===== src/rtl/spi_cmd_sequencer_pkg.sv =====
// Shared types for the SPI command sequencer: FSM states, target selects
// and the buffered command entry.
package spi_pkg;

  typedef enum logic [1:0] {
    IDLE = 2'd0,
    SEND = 2'd1,
    GAP  = 2'd2
  } seq_state_t;

  localparam logic TGT_CH1 = 1'b0;
  localparam logic TGT_CH2 = 1'b1;

  typedef struct packed {
    logic        tgt;
    logic [31:0] data;
  } cmd_entry_t;

  localparam int CMD_W = $bits(cmd_entry_t);

endpackage


===== src/rtl/spi_cmd_sequencer_sync_fifo.sv =====
// Parameterised synchronous FIFO with first-word fall-through read data.
// Pointers carry one extra MSB so full and empty stay distinct on wrap-around.
module sync_fifo #(
  parameter int WIDTH = 33,
  parameter int DEPTH = 16,
  localparam int AW = $clog2(DEPTH)
) (
  input  logic             clk,
  input  logic             rst_n,
  input  logic             wr_en,
  input  logic [WIDTH-1:0] wr_data,
  input  logic             rd_en,
  output logic [WIDTH-1:0] rd_data,
  output logic             full,
  output logic             empty,
  output logic [AW:0]      fill
);

  logic [WIDTH-1:0] mem [DEPTH];
  logic [AW:0]      wr_ptr;
  logic [AW:0]      rd_ptr;
  logic             do_wr;
  logic             do_rd;

  assign do_wr = wr_en && !full;
  assign do_rd = rd_en && !empty;

  always_ff @(posedge clk or negedge rst_n) begin
    if (!rst_n) begin
      wr_ptr <= '0;
      rd_ptr <= '0;
    end else begin
      if (do_wr) wr_ptr <= wr_ptr + 1'b1;
      if (do_rd) rd_ptr <= rd_ptr + 1'b1;
    end
  end

  // Storage needs no reset: an entry is only read after it has been written.
  always_ff @(posedge clk) begin
    if (do_wr) mem[wr_ptr[AW-1:0]] <= wr_data;
  end

  assign rd_data = mem[rd_ptr[AW-1:0]];
  assign empty   = (wr_ptr == rd_ptr);
  assign full    = (wr_ptr[AW] != rd_ptr[AW]) && (wr_ptr[AW-1:0] == rd_ptr[AW-1:0]);
  assign fill    = wr_ptr - rd_ptr;

endmodule


===== src/rtl/spi_cmd_sequencer.sv =====
// Buffers tagged SPI register-write commands and dispatches them in order to
// two AXI-Stream channels with an idle gap. SPI_CMD_SEQUENCER_COUNT_EN adds counters.
module spi_cmd_sequencer
  import spi_pkg::*;
#(
  parameter int FIFO_DEPTH = 16,
  parameter int GAP_CYCLES = 4,
  parameter int CNT_WIDTH  = 16
) (
  input  logic                        clk,
  input  logic                        aresetn,
  input  logic [31:0]                 s_axis_tdata,
  input  logic                        s_axis_tuser,
  input  logic                        s_axis_tvalid,
  output logic                        s_axis_tready,
  output logic [31:0]                 m_axis_tdata_1,
  output logic                        m_axis_tvalid_1,
  input  logic                        m_axis_tready_1,
  output logic [31:0]                 m_axis_tdata_2,
  output logic                        m_axis_tvalid_2,
  input  logic                        m_axis_tready_2,
  output logic [$clog2(FIFO_DEPTH):0] fill,
  output logic                        busy
`ifdef SPI_CMD_SEQUENCER_COUNT_EN
  ,
  input  logic                        cnt_clear,
  output logic [CNT_WIDTH-1:0]        cmd_count_1,
  output logic [CNT_WIDTH-1:0]        cmd_count_2
`endif
);

  localparam int GW = (GAP_CYCLES > 1) ? $clog2(GAP_CYCLES) : 1;
  localparam logic [GW-1:0] GAP_LOAD = GW'((GAP_CYCLES > 0) ? GAP_CYCLES - 1 : 0);

  seq_state_t state;
  seq_state_t state_nxt;
  cmd_entry_t wr_entry;
  cmd_entry_t head;
  logic       fifo_full;
  logic       fifo_empty;
  logic       pop;
  logic       send_done;
  logic       hs_1;
  logic       hs_2;
  logic [GW-1:0] gap_cnt;

  assign wr_entry      = '{tgt: s_axis_tuser, data: s_axis_tdata};
  assign s_axis_tready = !fifo_full;
  assign hs_1          = m_axis_tvalid_1 && m_axis_tready_1;
  assign hs_2          = m_axis_tvalid_2 && m_axis_tready_2;
  assign busy          = !fifo_empty || (state != IDLE);

  sync_fifo #(
    .WIDTH (CMD_W),
    .DEPTH (FIFO_DEPTH)
  ) u_fifo (
    .clk     (clk),
    .rst_n   (aresetn),
    .wr_en   (s_axis_tvalid),
    .wr_data (wr_entry),
    .rd_en   (pop),
    .rd_data (head),
    .full    (fifo_full),
    .empty   (fifo_empty),
    .fill    (fill)
  );

  always_ff @(posedge clk or negedge aresetn) begin
    if (!aresetn) state <= IDLE;
    else          state <= state_nxt;
  end

  always_comb begin
    state_nxt = state;
    case (state)
      IDLE:    if (!fifo_empty) state_nxt = SEND;
      SEND:    if (hs_1 || hs_2) state_nxt = (GAP_CYCLES > 0) ? GAP : IDLE;
      GAP:     if (gap_cnt == '0) state_nxt = IDLE;
      default: state_nxt = IDLE;
    endcase
  end

  always_comb begin
    pop       = 1'b0;
    send_done = 1'b0;
    case (state)
      IDLE:    pop = !fifo_empty;
      SEND:    send_done = hs_1 || hs_2;
      default: ;
    endcase
  end

  // The unselected channel keeps its previous tdata; only its valid stays low.
  always_ff @(posedge clk or negedge aresetn) begin
    if (!aresetn) begin
      m_axis_tdata_1  <= '0;
      m_axis_tdata_2  <= '0;
      m_axis_tvalid_1 <= 1'b0;
      m_axis_tvalid_2 <= 1'b0;
    end else begin
      if (pop) begin
        if (head.tgt == TGT_CH1) begin
          m_axis_tdata_1  <= head.data;
          m_axis_tvalid_1 <= 1'b1;
        end else begin
          m_axis_tdata_2  <= head.data;
          m_axis_tvalid_2 <= 1'b1;
        end
      end
      if (send_done) begin
        m_axis_tvalid_1 <= 1'b0;
        m_axis_tvalid_2 <= 1'b0;
      end
    end
  end

  always_ff @(posedge clk or negedge aresetn) begin
    if (!aresetn)                          gap_cnt <= '0;
    else if (send_done)                    gap_cnt <= GAP_LOAD;
    else if (state == GAP && gap_cnt != 0) gap_cnt <= gap_cnt - 1'b1;
  end

`ifdef SPI_CMD_SEQUENCER_COUNT_EN
  // Clear has priority over a coincident handshake.
  always_ff @(posedge clk or negedge aresetn) begin
    if (!aresetn) begin
      cmd_count_1 <= '0;
      cmd_count_2 <= '0;
    end else if (cnt_clear) begin
      cmd_count_1 <= '0;
      cmd_count_2 <= '0;
    end else begin
      if (hs_1) cmd_count_1 <= cmd_count_1 + 1'b1;
      if (hs_2) cmd_count_2 <= cmd_count_2 + 1'b1;
    end
  end
`endif

endmodule

===== config.mk =====
export PLATFORM = sky130hd
export DESIGN_NAME = spi_cmd_sequencer
export DESIGN_NICKNAME = d
export VERILOG_FILES = /design/src/rtl/spi_cmd_sequencer_pkg.sv /design/src/rtl/spi_cmd_sequencer_sync_fifo.sv /design/src/rtl/spi_cmd_sequencer.sv
export SDC_FILE = /design/constraint.sdc
export NUM_CORES = 1
export LEC_CHECK = 0
export ABC_AREA = 0
export BUFFER_PORTS_ARGS = -buffer_cell sky130_fd_sc_hd__buf_2
export CAP_MARGIN = 20
export CORE_MARGIN = 3
export CORE_UTILIZATION = 55
export DETAILED_ROUTE_END_ITERATION = 16
export PLACE_DENSITY = 0.7
export SETUP_SLACK_MARGIN = 0.5
export SYNTH_ARGS = -nofsm -noshare
export SYNTH_HDL_FRONTEND = slang
export SYNTH_SLANG_ARGS = --single-unit

===== constraint.sdc =====
create_clock -name clk -period 4.17 [get_ports clk]
set_input_delay 0.2085 -clock clk [delete_from_list [all_inputs] [get_ports clk]]
set_output_delay 0.2085 -clock clk [all_outputs]
set_load 0.005 [all_outputs]

Yosys cells after proc, flatten, opt, wreduce, memory -nomap -nowiden
Memories as Yosys holds them, arrays and structs flattened.
Index checks and enable logic that the tools add are counted.
Word-level totals
  memories kept: 1
  bits in registers: 80
  memory bits (writable): 528
Memories
  u_fifo.mem: words 16, bits a word 33, rd ports 1, clocked after memory_dff 0, wr ports 1, RTL line spi_cmd_sequencer_sync_fifo.sv:19  | logic [WIDTH-1:0] mem [DEPTH];
Cells by class
  equal/unequal tests: 9
  reduce and logical (&&, ||, !) cells: 22
  $add $sub $neg: 4
  bitwise gates (word level): 1
  muxes and demuxes: 16
Operators with widths (count)
  adder 5 x 1 -> 5 bit, second input constant: 2
  2-to-1 mux 1 bit: 10
  2-to-1 mux 2 bit: 5
  nonzero test 2 bit: 5
  AND reduction 2 bit: 4
  logical AND 1 bit: 6
  != test 2 bit, second input constant: 3
  one-hot mux 2 bit (3 select lines): 1
  equality test 5 bit: 1
  subtractor 5 bit: 1
  equality test 4 bit: 1
  logical NOT 2 bit: 2
  AND reduction 3 bit: 1
  equality test 2 x 1 -> 1 bit, second input constant: 1
  equality test 2 bit, second input constant: 1
  logical NOT 1 bit: 2
  logical OR 1 bit: 2
  != test 2 x 1 -> 1 bit, second input constant: 1
  subtractor 2 x 1 -> 2 bit, second input constant: 1
  != test 1 bit: 1
  NOT 1 bit: 1

Depth between registers and ports, before layout
Gate-level depths: netlist of run 1.
  depth in word-level cells: 6
  depth in mapped cells: 11
  gate-level depth less buffers: 7

By module
Synthesis of run 1 repeated with hierarchy kept, for this count alone.
Second synthesis, totals
  cells, all modules: 1132
  area, all modules: 23682.7 µm²
By module, submodules not included
  sync_fifo: area an instance 20951.3 µm², cells an instance 964, sequential area each 16105.4 µm², times used 1
  spi_cmd_sequencer: area an instance 2731.4 µm², cells an instance 168, sequential area each 1751.7 µm², times used 1

Worst setup path before layout of run 1
Ideal clock, no wire load.
  kind: reg2reg
  from: register u_fifo.rd_ptr[1]
  to: memory u_fifo.mem[15][0], enable pin
  arrival: 3.068 ns
  clock period less this slack: 3.462 ns
  required time: 3.776 ns
  path slack: 0.708 ns
  cell stages (with the launch flop): 9
  path through: dfrtp_1 buf_2 buf_2 buf_1 inv_1 ha_1 and4_1 a21boi_1 and4_1
Between the ends
  word-level cells in the longest chain between the ends: 6
Ends and longest elaborated chain
  start, declared: RTL line spi_cmd_sequencer_sync_fifo.sv:21  | logic [AW:0] rd_ptr;
  start signal, assigned: RTL line spi_cmd_sequencer_sync_fifo.sv:34  | if (do_rd) rd_ptr <= rd_ptr + 1'b1;
  equality test 4 bit: RTL line spi_cmd_sequencer_sync_fifo.sv:45  | assign full = (wr_ptr[AW] != rd_ptr[AW]) && (wr_ptr[AW-1:0] == rd_ptr[AW-1:0]);
  logical AND 1 bit: RTL line spi_cmd_sequencer_sync_fifo.sv:45
  logical NOT 1 bit: RTL line spi_cmd_sequencer_sync_fifo.sv:25  | assign do_wr = wr_en && !full;
  logical AND 1 bit: RTL line spi_cmd_sequencer_sync_fifo.sv:25
  2-to-1 mux 1 bit: RTL line spi_cmd_sequencer_sync_fifo.sv:40  | if (do_wr) mem[wr_ptr[AW-1:0]] <= wr_data;
  2-to-1 mux 1 bit (not written as such): RTL line spi_cmd_sequencer_sync_fifo.sv:40
  end, declared: RTL line spi_cmd_sequencer_sync_fifo.sv:19
No other way between the ends.

Worst setup path in the final report of run 1
  from: register u_fifo.rd_ptr[3]
  to: memory u_fifo.mem[13][4], enable pin
The elaborated chain is that of the path after synthesis.

==> results of run 1 <==
synth_stat cells, drive strengths merged:
| cell | instances |
|---|---|
| edfxtp | 528 |
| mux4 | 132 |
| dfrtp | 80 |
| a22oi | 66 |
| mux2 | 64 |
| nand2 | 40 |
| buf | 34 |
| clkbuf | 22 |
| ha | 10 |
| and3 | 9 |
| inv | 9 |
| xnor2 | 9 |
| o21ai | 6 |
| and2 | 5 |
| and4 | 5 |
| nor2 | 4 |
| xor2 | 4 |
| a21oi | 3 |
| nand4 | 3 |
| nor2b | 3 |
| nor3 | 3 |
| a21boi | 2 |
| a21o | 2 |
| mux2i | 2 |
| nand3 | 2 |
| o211ai | 2 |
| o21a | 2 |
| a211oi | 1 |
| a22o | 1 |
| fa | 1 |
| nand2b | 1 |
| o22ai | 1 |
| o311ai | 1 |
final timing paths:
| kind | end | from | depth (start not counted) |
|---|---|---|---|
| min in group asynchronous | m_axis_tdata_2[4] | aresetn | 2 |
| max in group asynchronous | u_fifo.rd_ptr[0] | aresetn | 3 |
| setup reg to reg | u_fifo.mem[13][4] | u_fifo.rd_ptr[3] | 6 |
| hold / removal | u_fifo.wr_ptr[0] | s_axis_tvalid | 3 |
| hold reg to reg | state[0] | state[1] | 1 |
| setup / recovery | u_fifo.mem[13][4] | u_fifo.rd_ptr[3] | 6 |
timing repair:
action,in CTS,in global routing
hold buffers,36,0
endpoints found under the setup margin,0,0
hold endpoints to repair,578,0
metrics by stage:
step                setup slack [ps]  hold slack [ps]  instance area [um^2]  std cells  power (W)
floorplan                        708            -87.1                 23400       1057     0.0124
global placement                1100              317                 24700       1688     0.0142
detailed placement               969              333                 24700       1688     0.0143
CTS                              934              125                 26900       1831     0.0193
global route                     803              139                 26900       1832     0.0201
finish                           949              157                 26900       1832     0.0191
layer usage:
layer | vias to the layer above | part of all wire (%)
met5 | - | 0
met4 | 0 | 2.0
met3 | 75 | 7.0
met2 | 460 | 49
met1 | 5981 | 42
li1 | 4752 | -
area by class of cell:
cell class,instances,share of cell area (%)
antenna,1,0.00931
clock buffer,78,5.94
clock inverter,29,0.772
inverter,9,0.126
multi-input combinational,384,19.5
sequential,608,66.4
tap,539,2.51
timing repair buffer,184,4.69
sequential cells by signal (all words and copies together), names as in the netlist:
name             flops
m_axis_tdata_1      32
state                2
u_fifo.rd_ptr        5
u_fifo.wr_ptr        5
m_axis_tvalid_1      1
m_axis_tvalid_2      1
m_axis_tdata_2      32
gap_cnt              2
u_fifo.mem         528
worst min-delay path, stage by stage:
cell and delay [ps]:
buf_2 120, a21boi_1 220, xnor2_1 160
report_power, final:
| part | switching (W) | total [W] | leakage (nW) | internal (W) |
|---|---|---|---|---|
| sequential | 0.000449 | 0.00802 | 5.73 | 0.00757 |
| clock | 0.00214 | 0.00499 | 0.885 | 0.00285 |
| combinational | 0.00314 | 0.00613 | 2.71 | 0.00299 |
| total | 0.00572 | 0.0191 | 9.32 | 0.0134 |
logic make-up after synthesis:
logic type,synth area share [%]
buf+inv,1.69
xor+xnor,0.486
flops,76.2
compound gates,2.72
mux,16.8
simple gates,1.56
fa+ha+maj,0.619
==> results_tabular.tex, run 1 <==
\begin{tabular}{lr}
\hline
Metric & Value \\
\hline
\multicolumn{2}{l}{\textbf{Clocking}} \\
\quad Worst-skew pair later-pin latency & roughly 600 ps \\
\quad Maximum clock path buffer count & 3 \\
\quad \# resized after CTS & 0 \\
\quad Clock Tree Root & clkbuf\_16 \\
\quad TritonCTS clock tree & built \\
\quad Total clock buffers created by CTS & 57 \\
\quad Post-CTS Setup Bufs & 0 \\
\quad Clock Pin Slew Worst Setup and Hold Paths & 60 ps \\
\quad Clock sink total & 608 \\
\quad Clock H-tree levels & 2 \\
\multicolumn{2}{l}{\textbf{Min path}} \\
\quad Path type of the worst min-delay path & input port to register \\
\multicolumn{2}{l}{\textbf{STA}} \\
\quad Fin. max-slew vios & 0 \\
\quad Worst Skew & between 10 and 15 ps \\
\quad Crit share post-route & between 70\% and 80\% \\
\quad Final number of hold-violating endpoints & 0 \\
\quad Transition time of the tightest slew-check pin & 846 ps \\
\quad Endpoints failing setup & 0 \\
\quad Normalized max-slew margin & 43.6\% \\
\quad Time the final worst path needs with I/O delays and setup & roughly 3200 ps \\
\quad Peak Freq & 310 MHz \\
\quad Accumulated negative setup slack & 0 ps \\
\quad Unrepaired setup endpoints after global routing & false \\
\multicolumn{2}{l}{\textbf{Power and ir drop}} \\
\quad Power density cells & approximately 710 mW/mm\^{}2 \\
\quad Leakage power & between 9 and 10 nW \\
\quad IR drop worst, VDD & approximately 480 uV \\
\multicolumn{2}{l}{\textbf{Final layout}} \\
\quad Fraction of layout cells with a size suffix above 1 & about a third \\
\quad Commonest cells after routing, fill and taps aside & edfxtp\_1 (528), mux4\_2 (132), buf\_2 (109) \\
\quad Most common cell after layout, fill and taps aside & edfxtp\_1 \\
\quad FF/Latch Area & roughly 0.018 mm\^{}2 \\
\quad Signed area change from the synthesized netlist to the final layout & 14.7\% \\
\quad Post-Route Utilization & between 60\% and 70\% \\
\quad Layout filler cell count & about 2,800 \\
\quad Final net count & about 1,300 \\
\quad Area used by multi-input combinational logic & roughly 0.0052 mm\^{}2 \\
\multicolumn{2}{l}{\textbf{GRT}} \\
\quad Initial antenna violation count & 2 \\
\quad Wire length of the first global-routing pass & $\sim$75,000 um \\
\quad Largest net degree at the start of global routing & between 100 and 150 \\
\quad Routing usage on met3 & under 10\% \\
\quad Gr busiest metal & met2 \\
\quad Aggregate global-route resource usage & a little under a quarter \\
\quad Via count of the first global-routing pass & between 10,000 and 15,000 \\
\quad Met2 routing resource usage after global routing & 36.3\% \\
\quad Aggregate global routing overflow & 0 \\
\quad Fraction of met1 tracks used by global routing & about a third \\
\multicolumn{2}{l}{\textbf{Route}} \\
\quad Vias after detailed routing & approximately 11,000 \\
\quad Number of nets still failing antenna checks after routing & 0 \\
\quad First-pass iteration count of the detailed router & 5 \\
\quad DRC violations left & 0 \\
\quad Number of DRC violations after detailed-routing iteration 0 & 1,048 \\
\quad Routed WL & between 40,000 and 50,000 um \\
\quad Number of vias per cell & 6.15 \\
\quad Final routed wire length divided by cell count & about 27 um \\
\multicolumn{2}{l}{\textbf{Synth}} \\
\quad Post-synthesis cell type count & 38 \\
\quad Area share of the largest cell type after synthesis & 67.6\% \\
\quad Syn nets & around 1,100 \\
\quad Post-synthesis cell count & around 1,100 \\
\quad Synthesized flop and latch total & 608 \\
\quad Post-synth top area cell & edfxtp\_1 \\
\quad Area of the mapped netlist & 0.0234 mm\^{}2 \\
\quad Ranking of synthesized cells by area & edfxtp\_1 (68\%), mux4\_2 (13\%), dfrtp\_1 (8.5\%), mux2\_4 (3.7\%), a22oi\_1 (2.1\%) \\
\quad Warning count from the yosys run & 0 \\
\quad Post-Syn Area per Cell & 22.2 um\^{}2 \\
\quad Post-synthesis sequential area ratio & $\sim$76\% \\
\multicolumn{2}{l}{\textbf{Setup path}} \\
\quad Delay-heaviest family, CP & simple AND/OR/NAND/NOR gates \\
\quad Worst setup path class & register to register \\
\quad Delay of the slowest critical-path stage & roughly 560 ps \\
\quad Type of origin of the critical path & register \\
\quad Worst-path fanout max & 26 \\
\quad Data required, critical path & $\sim$4400 ps \\
\quad List of cells traversed by the critical path & inv\_1, ha\_1, and4\_1, a21boi\_1, and4\_2, buf\_4 \\
\quad Kind of end point of the critical path & register \\
\quad Signal arrival time at the worst endpoint & around 3500 ps \\
\quad Cell with the biggest individual delay on the critical path & a21boi\_1 \\
\quad Slack of the worst reg-to-reg path & 950 ps \\
\quad Combined buffer and inverter count along the critical path & 2 \\
\multicolumn{2}{l}{\textbf{Floorplanning}} \\
\quad Die area & 0.0451 mm\^{}2 \\
\quad Effective utilization at floorplan & a little under three fifths \\
\quad Number of primary I/O pins & approximately 110 \\
\quad Std-Cell Core Area & about 0.042 mm\^{}2 \\
\quad Die X-Extent & $\sim$210 um \\
\quad Number of core rows & 75 \\
\quad DIE HEIGHT & around 210 um \\
\multicolumn{2}{l}{\textbf{Run}} \\
\quad Max-Cap Viols & 0 \\
\multicolumn{2}{l}{\textbf{Placed design}} \\
\quad Placer congestion estimate & about 0.75 \\
\quad \# port buffers & 110 \\
\quad Placed wire-length estimate & 27,800 um \\
\multicolumn{2}{l}{\textbf{Run status}} \\
\quad Run status & finished clean \\
\hline
\end{tabular}
Note: power is estimated with default switching activity, not from simulation.
==> run 2, diff against run 1 <==
PLACE_DENSITY = 0.72   (was 0.7)
clock period = 2.6 ns   (was 4.17 ns; I/O delays follow)
==> run 2 against run 1 <==
  * Sequential share of layout area is 8.2 points lower
  * Via count is 15% higher
  * Cell area increased by 14%
  * Critical path depth increased by 2
  * Critical path type is now register to output port
  * Critical endpoint is now fill[4]
  * Largest cell class unchanged
  * Highest routed layer unchanged
==> results_tabular.tex, run 2 (synthesis results as in run 1) <==
\begin{tabular}{lr}
\hline
Metric & Value \\
\hline
\multicolumn{2}{l}{\textbf{Run status}} \\
\quad Run status & finished clean (unchanged) \\
\multicolumn{2}{l}{\textbf{GRT}} \\
\quad Largest net degree at the start of global routing & 86 (was 135) \\
\quad Aggregate global routing overflow & 0 (unchanged) \\
\quad Wire length of the first global-routing pass & 87,400 um (was 75,300 um) \\
\quad Initial antenna violation count & 0 (was 2) \\
\quad Via count of the first global-routing pass & 12,754 (was 11,514) \\
\quad Aggregate global-route resource usage & 27.4\% (was 22.8\%) \\
\multicolumn{2}{l}{\textbf{Setup path}} \\
\quad Slack of the worst reg-to-reg path & 110 ps (was 950 ps) \\
\quad List of cells traversed by the critical path & inv\_2, ha\_4, inv\_4, fa\_2, a21o\_1, a21oi\_2, xnor2\_2, buf\_2 (was inv\_1, ha\_1, and4\_1, a21boi\_1, and4\_2, buf\_4) \\
\quad Destination of the critical timing path & fill[4] (was u\_fifo.mem[13][4]) \\
\quad Data required, critical path & 2470 ps (was 4400 ps) \\
\quad Kind of end point of the critical path & output port (was register) \\
\quad Type of origin of the critical path & register (unchanged) \\
\quad Endpoint of the lowest-slack register-to-register path & u\_fifo.mem[2][20] (was u\_fifo.mem[13][4]) \\
\quad Cell with the biggest individual delay on the critical path & dfrtp\_1 (was a21boi\_1) \\
\quad Worst Setup SP & u\_fifo.wr\_ptr[0] (was u\_fifo.rd\_ptr[3]) \\
\quad Depth of the critical timing path with buffers and inverters included & 8 (was 6) \\
\quad Worst setup path class & register to output port (was register to register) \\
\quad R2r startpoint & u\_fifo.rd\_ptr[2] (was u\_fifo.rd\_ptr[3]) \\
\quad Worst-path fanout max & 2 (was 26) \\
\quad Delay-heaviest family, CP & adder cells (was simple AND/OR/NAND/NOR gates) \\
\quad Combined buffer and inverter count along the critical path & 3 (was 2) \\
\quad Signal arrival time at the worst endpoint & 2380 ps (was 3460 ps) \\
\quad Depth of the worst register-to-register path & 9 (was 6) \\
\quad Delay of the slowest critical-path stage & 420 ps (was 560 ps) \\
\multicolumn{2}{l}{\textbf{STA}} \\
\quad Accumulated negative setup slack & 0 ps (unchanged) \\
\quad Transition time of the tightest slew-check pin & 749 ps (was 846 ps) \\
\quad Endpoints failing setup & 0 (unchanged) \\
\quad Time the final worst path needs with I/O delays and setup & approximately 2500 ps \\
\quad Unrepaired setup endpoints after global routing & true (was false) \\
\quad Peak Freq & between 300 and 400 MHz \\
\quad Crit share post-route & 96.4\% \\
\quad Fin. max-slew vios & 0 (unchanged) \\
\quad Normalized max-slew margin & 50.1\% (was 43.6\%) \\
\quad Final number of hold-violating endpoints & 0 (unchanged) \\
\quad Worst Skew & 30.7 ps (was 11.2 ps) \\
\multicolumn{2}{l}{\textbf{Floorplanning}} \\
\quad Die X-Extent & 212 um (unchanged) \\
\quad Number of core rows & 75 (unchanged) \\
\quad Die area & 0.0451 mm\^{}2 (unchanged) \\
\quad Number of primary I/O pins & 111 (unchanged) \\
\quad Effective utilization at floorplan & 55.8\% (unchanged) \\
\quad DIE HEIGHT & 212 um (unchanged) \\
\quad Std-Cell Core Area & 0.0420 mm\^{}2 (unchanged) \\
\multicolumn{2}{l}{\textbf{Final layout}} \\
\quad Final net count & 1,438 (was 1,293) \\
\quad Fraction of layout cells with a size suffix above 1 & 47.8\% (was 34.5\%) \\
\quad Signed area change from the synthesized netlist to the final layout & 30.9\% (was 14.7\%) \\
\quad Commonest cells after routing, fill and taps aside & edfxtp\_1 (528), mux4\_2 (132), buf\_2 (106) (was edfxtp\_1 (528), mux4\_2 (132), buf\_2 (109)) \\
\quad Final std cell area, no fill & 0.0307 mm\^{}2 (was 0.0269 mm\^{}2) \\
\quad Number of flip-flops in the largest register & 528 (unchanged) \\
\quad Post-Route Utilization & 73.0\% (was 64.0\%) \\
\quad Most common cell after layout, fill and taps aside & edfxtp\_1 (unchanged) \\
\multicolumn{2}{l}{\textbf{Route}} \\
\quad Number of nets still failing antenna checks after routing & 0 (unchanged) \\
\quad Number of vias per cell & 6.55 (was 6.15) \\
\quad Number of DRC violations after detailed-routing iteration 0 & 1,411 (was 1,048) \\
\quad Final routed wire length divided by cell count & 34.1 um (was 27.1 um) \\
\quad Routed WL & 67,500 um (was 49,600 um) \\
\quad First-pass iteration count of the detailed router & 5 (unchanged) \\
\quad Vias after detailed routing & 12,951 (was 11,268) \\
\quad DRC violations left & 0 (unchanged) \\
\multicolumn{2}{l}{\textbf{Min path}} \\
\quad Path type of the worst min-delay path & input port to async pin (was input port to register) \\
\multicolumn{2}{l}{\textbf{Power and ir drop}} \\
\quad IR drop worst, VDD & 1080 uV (was 484 uV) \\
\quad Power density cells & 1210 mW/mm\^{}2 (was 712 mW/mm\^{}2) \\
\quad Leakage power & 10.8 nW (was 9.32 nW) \\
\multicolumn{2}{l}{\textbf{Placed design}} \\
\quad Total placed instance area & 0.0252 mm\^{}2 (was 0.0247 mm\^{}2) \\
\quad Placer congestion estimate & 0.813 (was 0.748) \\
\quad \# port buffers & 110 (unchanged) \\
\quad Placed wire-length estimate & 27,700 um (was 27,800 um) \\
\multicolumn{2}{l}{\textbf{Clocking}} \\
\quad Clock sink total & 608 (unchanged) \\
\quad Clock H-tree levels & 2 (unchanged) \\
\quad TritonCTS clock tree & built (unchanged) \\
\quad Clock Tree Root & clkbuf\_16 (unchanged) \\
\quad Clock Pin Slew Worst Setup and Hold Paths & 80 ps (was 60 ps) \\
\quad Total clock buffers created by CTS & 58 (was 57) \\
\quad Worst-skew pair later-pin latency & 630 ps (was 600 ps) \\
\quad Maximum clock path buffer count & 3 (unchanged) \\
\multicolumn{2}{l}{\textbf{Run}} \\
\quad Max-Cap Viols & 0 (unchanged) \\
\hline
\end{tabular}
==> run 2: cell types whose count changed in the layout (fill, tap and decap cells not counted), moves of 8 or more <==
cell	change
buf_12	+46
a22oi_1	-42
a22oi_2	+42
buf_16	+42
clkbuf_16	+26
buf_6	+25
nand2_1	-15
nand2_2	+14
buf_8	+12
and3_2	-9
and3_4	+9
clkinv_2	+8
==> run 2: worst register-to-register path, stage by stage, from the launching register on <==
cell and delay (ps):
dfrtp_1 410, inv_1 170, ha_4 260, nand4_1 150, buf_4 140, buf_6 90
o21ai_4 90, nor3_4 260, and2_4 380, clkbuf_16 240
==> run 2: metrics by stage <==
| stage | hold WS, ps | std cells | power [W] | worst slack (ps) |
|---|---|---|---|---|
| 2_1_floorplan | -166 | 1057 | 0.0201 | 342 |
| 3_3_place_gp | 201 | 1707 | 0.0233 | 186 |
| 3_5_place_dp | 208 | 1707 | 0.0235 | 191 |
| 4_1_cts | 94.0 | 1934 | 0.0358 | 163 |
| 5_1_grt | 109 | 1977 | 0.0385 | 31.0 |
| 6_report | 98.9 | 1978 | 0.0372 | 94.6 |
==> run 2: worst min path at each step <==
stage	startpoint	to	slack [ps]	cells after the start
after detailed placement	aresetn	m_axis_tdata_1[4]	210	1
after floorplan	aresetn	gap_cnt[0]	-170	0
final	aresetn	m_axis_tdata_1[1]	100	2
after global placement	aresetn	m_axis_tdata_1[4]	200	1
after global routing	s_axis_tvalid	u_fifo.wr_ptr[0]	110	4
after CTS	aresetn	u_fifo.rd_ptr[2]	90	2
==> run 2: metal layers <==
metal  vias to the layer above  wire [um]  part of all wire [%]  GRT usage, %
met2                       883      33300                    49          44.4
li1                       5082          -                     -             -
met1                      6824      24900                    37          37.2
met3                       162       6310                   9.4          5.81
met5                         -          0                     0             0
met4                         0       2920                   4.3          10.4
==> run 2: final cells by class <==
| class | instances | area (um^2) |
|---|---|---|
| repair buffers | 328 | 4410 |
| diodes | 1 | 2.50 |
| fillers | 2265 | 11400 |
| multi-input cells | 384 | 5730 |
| inverters | 9 | 41.3 |
| clock buffers | 69 | 1540 |
| flip-flops and latches | 608 | 17900 |
| clock inverters | 40 | 422 |
| well taps | 539 | 674 |
==> run 2: repair_timing <==
item | CTS | global route
resized for setup | 159 | 58
setup endpoints to repair | 600 | 583
hold endpoints to repair | 572 | 0
pin swaps | 62 | 27
hold buffers | 36 | 0
buffers inserted | 44 | 9
gates cloned | 38 | 34
==> run 2: report_power, final <==
group	switching (W)	total (W)	internal, W
combinational	0.00739	0.0156	0.00824
sequential	0.000663	0.0128	0.0121
clock	0.00372	0.00876	0.00504
total	0.0118	0.0372	0.0254
==> run 3, diff against run 2 <==
CELL_PAD_IN_SITES_DETAIL_PLACEMENT = 0   (was not set)
CELL_PAD_IN_SITES_GLOBAL_PLACEMENT = 2   (was not set)
CORE_UTILIZATION = 44   (was 55)
==> run 3 against run 2 <==
  * Register-to-register slack is essentially flat
  * Largest cell class unchanged
  * Highest routed layer is now met5
  * Worst hold slack gained 41 ps
  * Clock-buffer cell count increased by 11
  * First-iteration DRC count is 16% higher
  * Global-route usage shrank 4.1 points
  * Die area up 24%
  * Flip-flop and latch count unchanged
  * Sequential share of layout area shrank 0.95 points
  * Largest power group unchanged
  * Critical path depth unchanged
==> results_tabular.tex, run 3 (synthesis results as in run 1) <==
\begin{tabular}{lr}
\hline
Metric & Value \\
\hline
\multicolumn{2}{l}{\textbf{Setup path}} \\
\quad Combined buffer and inverter count along the critical path & 3 (unchanged) \\
\quad Worst setup path class & register to output port (unchanged) \\
\quad Signal arrival time at the worst endpoint & 2370 ps (was 2380 ps) \\
\quad Depth of the critical timing path with buffers and inverters included & 8 (unchanged) \\
\quad Delay-heaviest family, CP & adder cells (unchanged) \\
\quad Depth of the worst register-to-register path & 8 (was 9) \\
\quad Cell with the biggest individual delay on the critical path & dfrtp\_1 (unchanged) \\
\quad Type of origin of the critical path & register (unchanged) \\
\quad Worst-path fanout max & 2 (unchanged) \\
\quad Destination of the critical timing path & fill[4] (unchanged) \\
\quad Data required, critical path & 2470 ps (about the same) \\
\quad Worst path most repeated cell & inv\_2 \\
\quad Worst Setup SP & u\_fifo.wr\_ptr[0] (unchanged) \\
\quad Kind of end point of the critical path & output port (unchanged) \\
\quad R2r startpoint & u\_fifo.rd\_ptr[0] (was u\_fifo.rd\_ptr[2]) \\
\quad Delay of the slowest critical-path stage & 410 ps (was 420 ps) \\
\quad Slack of the worst reg-to-reg path & 110 ps (about the same) \\
\quad List of cells traversed by the critical path & inv\_2, ha\_4, inv\_2, fa\_2, a21o\_1, a21oi\_2, xnor2\_2, buf\_2 (was inv\_2, ha\_4, inv\_4, fa\_2, a21o\_1, a21oi\_2, xnor2\_2, buf\_2) \\
\quad Endpoint of the lowest-slack register-to-register path & m\_axis\_tdata\_1[11] (was u\_fifo.mem[2][20]) \\
\multicolumn{2}{l}{\textbf{Final layout}} \\
\quad Area used by multi-input combinational logic & 0.00577 mm\^{}2 (was 0.00573 mm\^{}2) \\
\quad Commonest cells after routing, fill and taps aside & edfxtp\_1 (528), mux4\_2 (132), buf\_2 (109) (was edfxtp\_1 (528), mux4\_2 (132), buf\_2 (106)) \\
\quad Layout filler cell count & 3,564 (was 2,265) \\
\quad Most common cell after layout, fill and taps aside & edfxtp\_1 (unchanged) \\
\quad Final net count & 1,476 (was 1,438) \\
\quad Fraction of layout cells with a size suffix above 1 & 48.4\% (was 47.8\%) \\
\quad FF/Latch Area & 0.0179 mm\^{}2 (about the same) \\
\quad Final std cell area, no fill & 0.0312 mm\^{}2 (was 0.0307 mm\^{}2) \\
\quad Post-Route Utilization & 60.0\% (was 73.0\%) \\
\quad Signed area change from the synthesized netlist to the final layout & 33.0\% (was 30.9\%) \\
\quad Number of flip-flops in the largest register & 528 (unchanged) \\
\quad Ant. Diodes & 0 (was 1) \\
\multicolumn{2}{l}{\textbf{STA}} \\
\quad Transition time of the tightest slew-check pin & 1020 ps (was 749 ps) \\
\quad Endpoints failing setup & 0 (unchanged) \\
\quad Crit share post-route & 96.1\% (was 96.4\%) \\
\quad Time the final worst path needs with I/O delays and setup & 2500 ps (was 2510 ps) \\
\quad Worst Skew & 20.2 ps (was 30.7 ps) \\
\quad Fin. max-slew vios & 0 (unchanged) \\
\quad Accumulated negative setup slack & 0 ps (unchanged) \\
\quad Final number of hold-violating endpoints & 0 (unchanged) \\
\quad Normalized max-slew margin & 31.4\% (was 50.1\%) \\
\quad Unrepaired setup endpoints after global routing & true (unchanged) \\
\quad Peak Freq & 400 MHz (was 399 MHz) \\
\multicolumn{2}{l}{\textbf{Power and ir drop}} \\
\quad Clock network power share & 23.7\% (was 23.5\%) \\
\quad IR drop worst, VDD & 746 uV (was 1080 uV) \\
\quad Part of the power in registers & 34.0\% (was 34.4\%) \\
\quad Internal power of the cells & 0.0256 W (was 0.0254 W) \\
\quad Net load switching power & 0.0118 W (about the same) \\
\quad Combinational Power Share & 42.3\% (was 42.0\%) \\
\quad Leakage power & 11.0 nW (was 10.8 nW) \\
\quad Power density cells & 1200 mW/mm\^{}2 (was 1210 mW/mm\^{}2) \\
\quad Switching portion of total power & 31.6\% (was 31.7\%) \\
\multicolumn{2}{l}{\textbf{Placed design}} \\
\quad Total placed instance area & 0.0254 mm\^{}2 (was 0.0252 mm\^{}2) \\
\quad Placer congestion estimate & 0.754 (was 0.813) \\
\quad \# port buffers & 110 (unchanged) \\
\quad Placed wire-length estimate & 29,500 um (was 27,700 um) \\
\multicolumn{2}{l}{\textbf{Clocking}} \\
\quad Clock Pin Slew Worst Setup and Hold Paths & 60 ps (was 80 ps) \\
\quad Worst-skew pair later-pin latency & 620 ps (was 630 ps) \\
\quad Maximum clock path buffer count & 3 (unchanged) \\
\quad Clock sink total & 608 (unchanged) \\
\quad TritonCTS clock tree & built (unchanged) \\
\quad Clock Tree Root & clkbuf\_16 (unchanged) \\
\quad Clock H-tree levels & 2 (unchanged) \\
\quad Total clock buffers created by CTS & 61 (was 58) \\
\multicolumn{2}{l}{\textbf{GRT}} \\
\quad Via count of the first global-routing pass & 12,618 (was 12,754) \\
\quad Initial antenna violation count & 1 (was 0) \\
\quad Aggregate global routing overflow & 0 (unchanged) \\
\quad Largest net degree at the start of global routing & 55 (was 86) \\
\quad Wire length of the first global-routing pass & 93,100 um (was 87,400 um) \\
\quad Aggregate global-route resource usage & 23.3\% (was 27.4\%) \\
\multicolumn{2}{l}{\textbf{Min path}} \\
\quad Path type of the worst min-delay path & input port to async pin (unchanged) \\
\multicolumn{2}{l}{\textbf{Run}} \\
\quad Max-Cap Viols & 0 (unchanged) \\
\multicolumn{2}{l}{\textbf{Floorplanning}} \\
\quad Number of core rows & 83 (was 75) \\
\quad Die X-Extent & 237 um (was 212 um) \\
\quad Std-Cell Core Area & 0.0520 mm\^{}2 (was 0.0420 mm\^{}2) \\
\quad Die area & 0.0561 mm\^{}2 (was 0.0451 mm\^{}2) \\
\quad DIE HEIGHT & 237 um (was 212 um) \\
\quad Effective utilization at floorplan & 45.1\% (was 55.8\%) \\
\quad Number of primary I/O pins & 111 (unchanged) \\
\multicolumn{2}{l}{\textbf{Route}} \\
\quad First-pass iteration count of the detailed router & 5 (unchanged) \\
\quad Number of vias per cell & 5.94 (was 6.55) \\
\quad Vias after detailed routing & 12,815 (was 12,951) \\
\quad Final routed wire length divided by cell count & 31.9 um (was 34.1 um) \\
\quad Number of nets still failing antenna checks after routing & 0 (unchanged) \\
\quad DRC violations left & 0 (unchanged) \\
\quad Number of DRC violations after detailed-routing iteration 0 & 1,634 (was 1,411) \\
\quad Routed WL & 68,800 um (was 67,500 um) \\
\multicolumn{2}{l}{\textbf{Run status}} \\
\quad Run status & finished clean (unchanged) \\
\hline
\end{tabular}
-- run 3: per-stage QoR --
step / instances / setup WS (ps) / total power [W] / hold slack [ps]
after floorplan: 1057 / 342 / 0.0201 / -166
after global placement: 1846 / 5.74 / 0.0240 / 243
after detailed placement: 1846 / -16.5 / 0.0241 / 251
after CTS: 2102 / 134 / 0.0360 / 118
after global routing: 2158 / 63.5 / 0.0389 / 185
final: 2158 / 102 / 0.0375 / 139
-- run 3: how the worst min path moves through the flow --
stage,start,to,cells after the start
2_1_floorplan,aresetn,gap_cnt[0],0
3_3_place_gp,aresetn,m_axis_tdata_1[12],1
3_5_place_dp,aresetn,m_axis_tdata_2[31],1
4_1_cts,aresetn,m_axis_tdata_2[31],2
5_1_grt,m_axis_tready_1,gap_cnt[0],5
6_report,aresetn,m_axis_tdata_1[12],2
-- run 3: cell type report --
| type | count | area share, % |
|---|---|---|
| Clock buffer | 80 | 5.25 |
| Multi-Input combinational cell | 393 | 18.5 |
| Tap cell | 680 | 2.73 |
| Clock inverter | 34 | 1.22 |
| Sequential cell | 608 | 57.3 |
| Inverter | 9 | 0.124 |
| Timing Repair Buffer | 354 | 14.9 |
-- run 3: routing by layer --
layer / vias up / share of wire (%) / global-route usage, %
li1: 5182 / - / -
met1: 6873 / 40 / 32.9
met2: 631 / 49 / 37.6
met3: 127 / 7.6 / 3.96
met4: 2 / 3.4 / 7.17
met5: - / 0.019 / 0
-- run 3: power by group through the flow --
stage / clock, W / combinational [W] / sequential, W
6_report: 0.00887 / 0.0158 / 0.0128
4_1_cts: 0.00903 / 0.0142 / 0.0127
3_5_place_dp: 0 / 0.0112 / 0.0129
5_1_grt: 0.00944 / 0.0166 / 0.0129
2_1_floorplan: 0 / 0.00732 / 0.0128
3_3_place_gp: 0 / 0.0111 / 0.0129
-- run 3: repair_timing --
action / CTS / global route
hold buffers: 36 / 0
buffers inserted: 63 / 39
cloned: 43 / 17
resized for setup: 98 / 81
setup endpoints to repair: 601 / 604
endpoints found under the hold margin: 572 / 0
pin swaps: 23 / 34
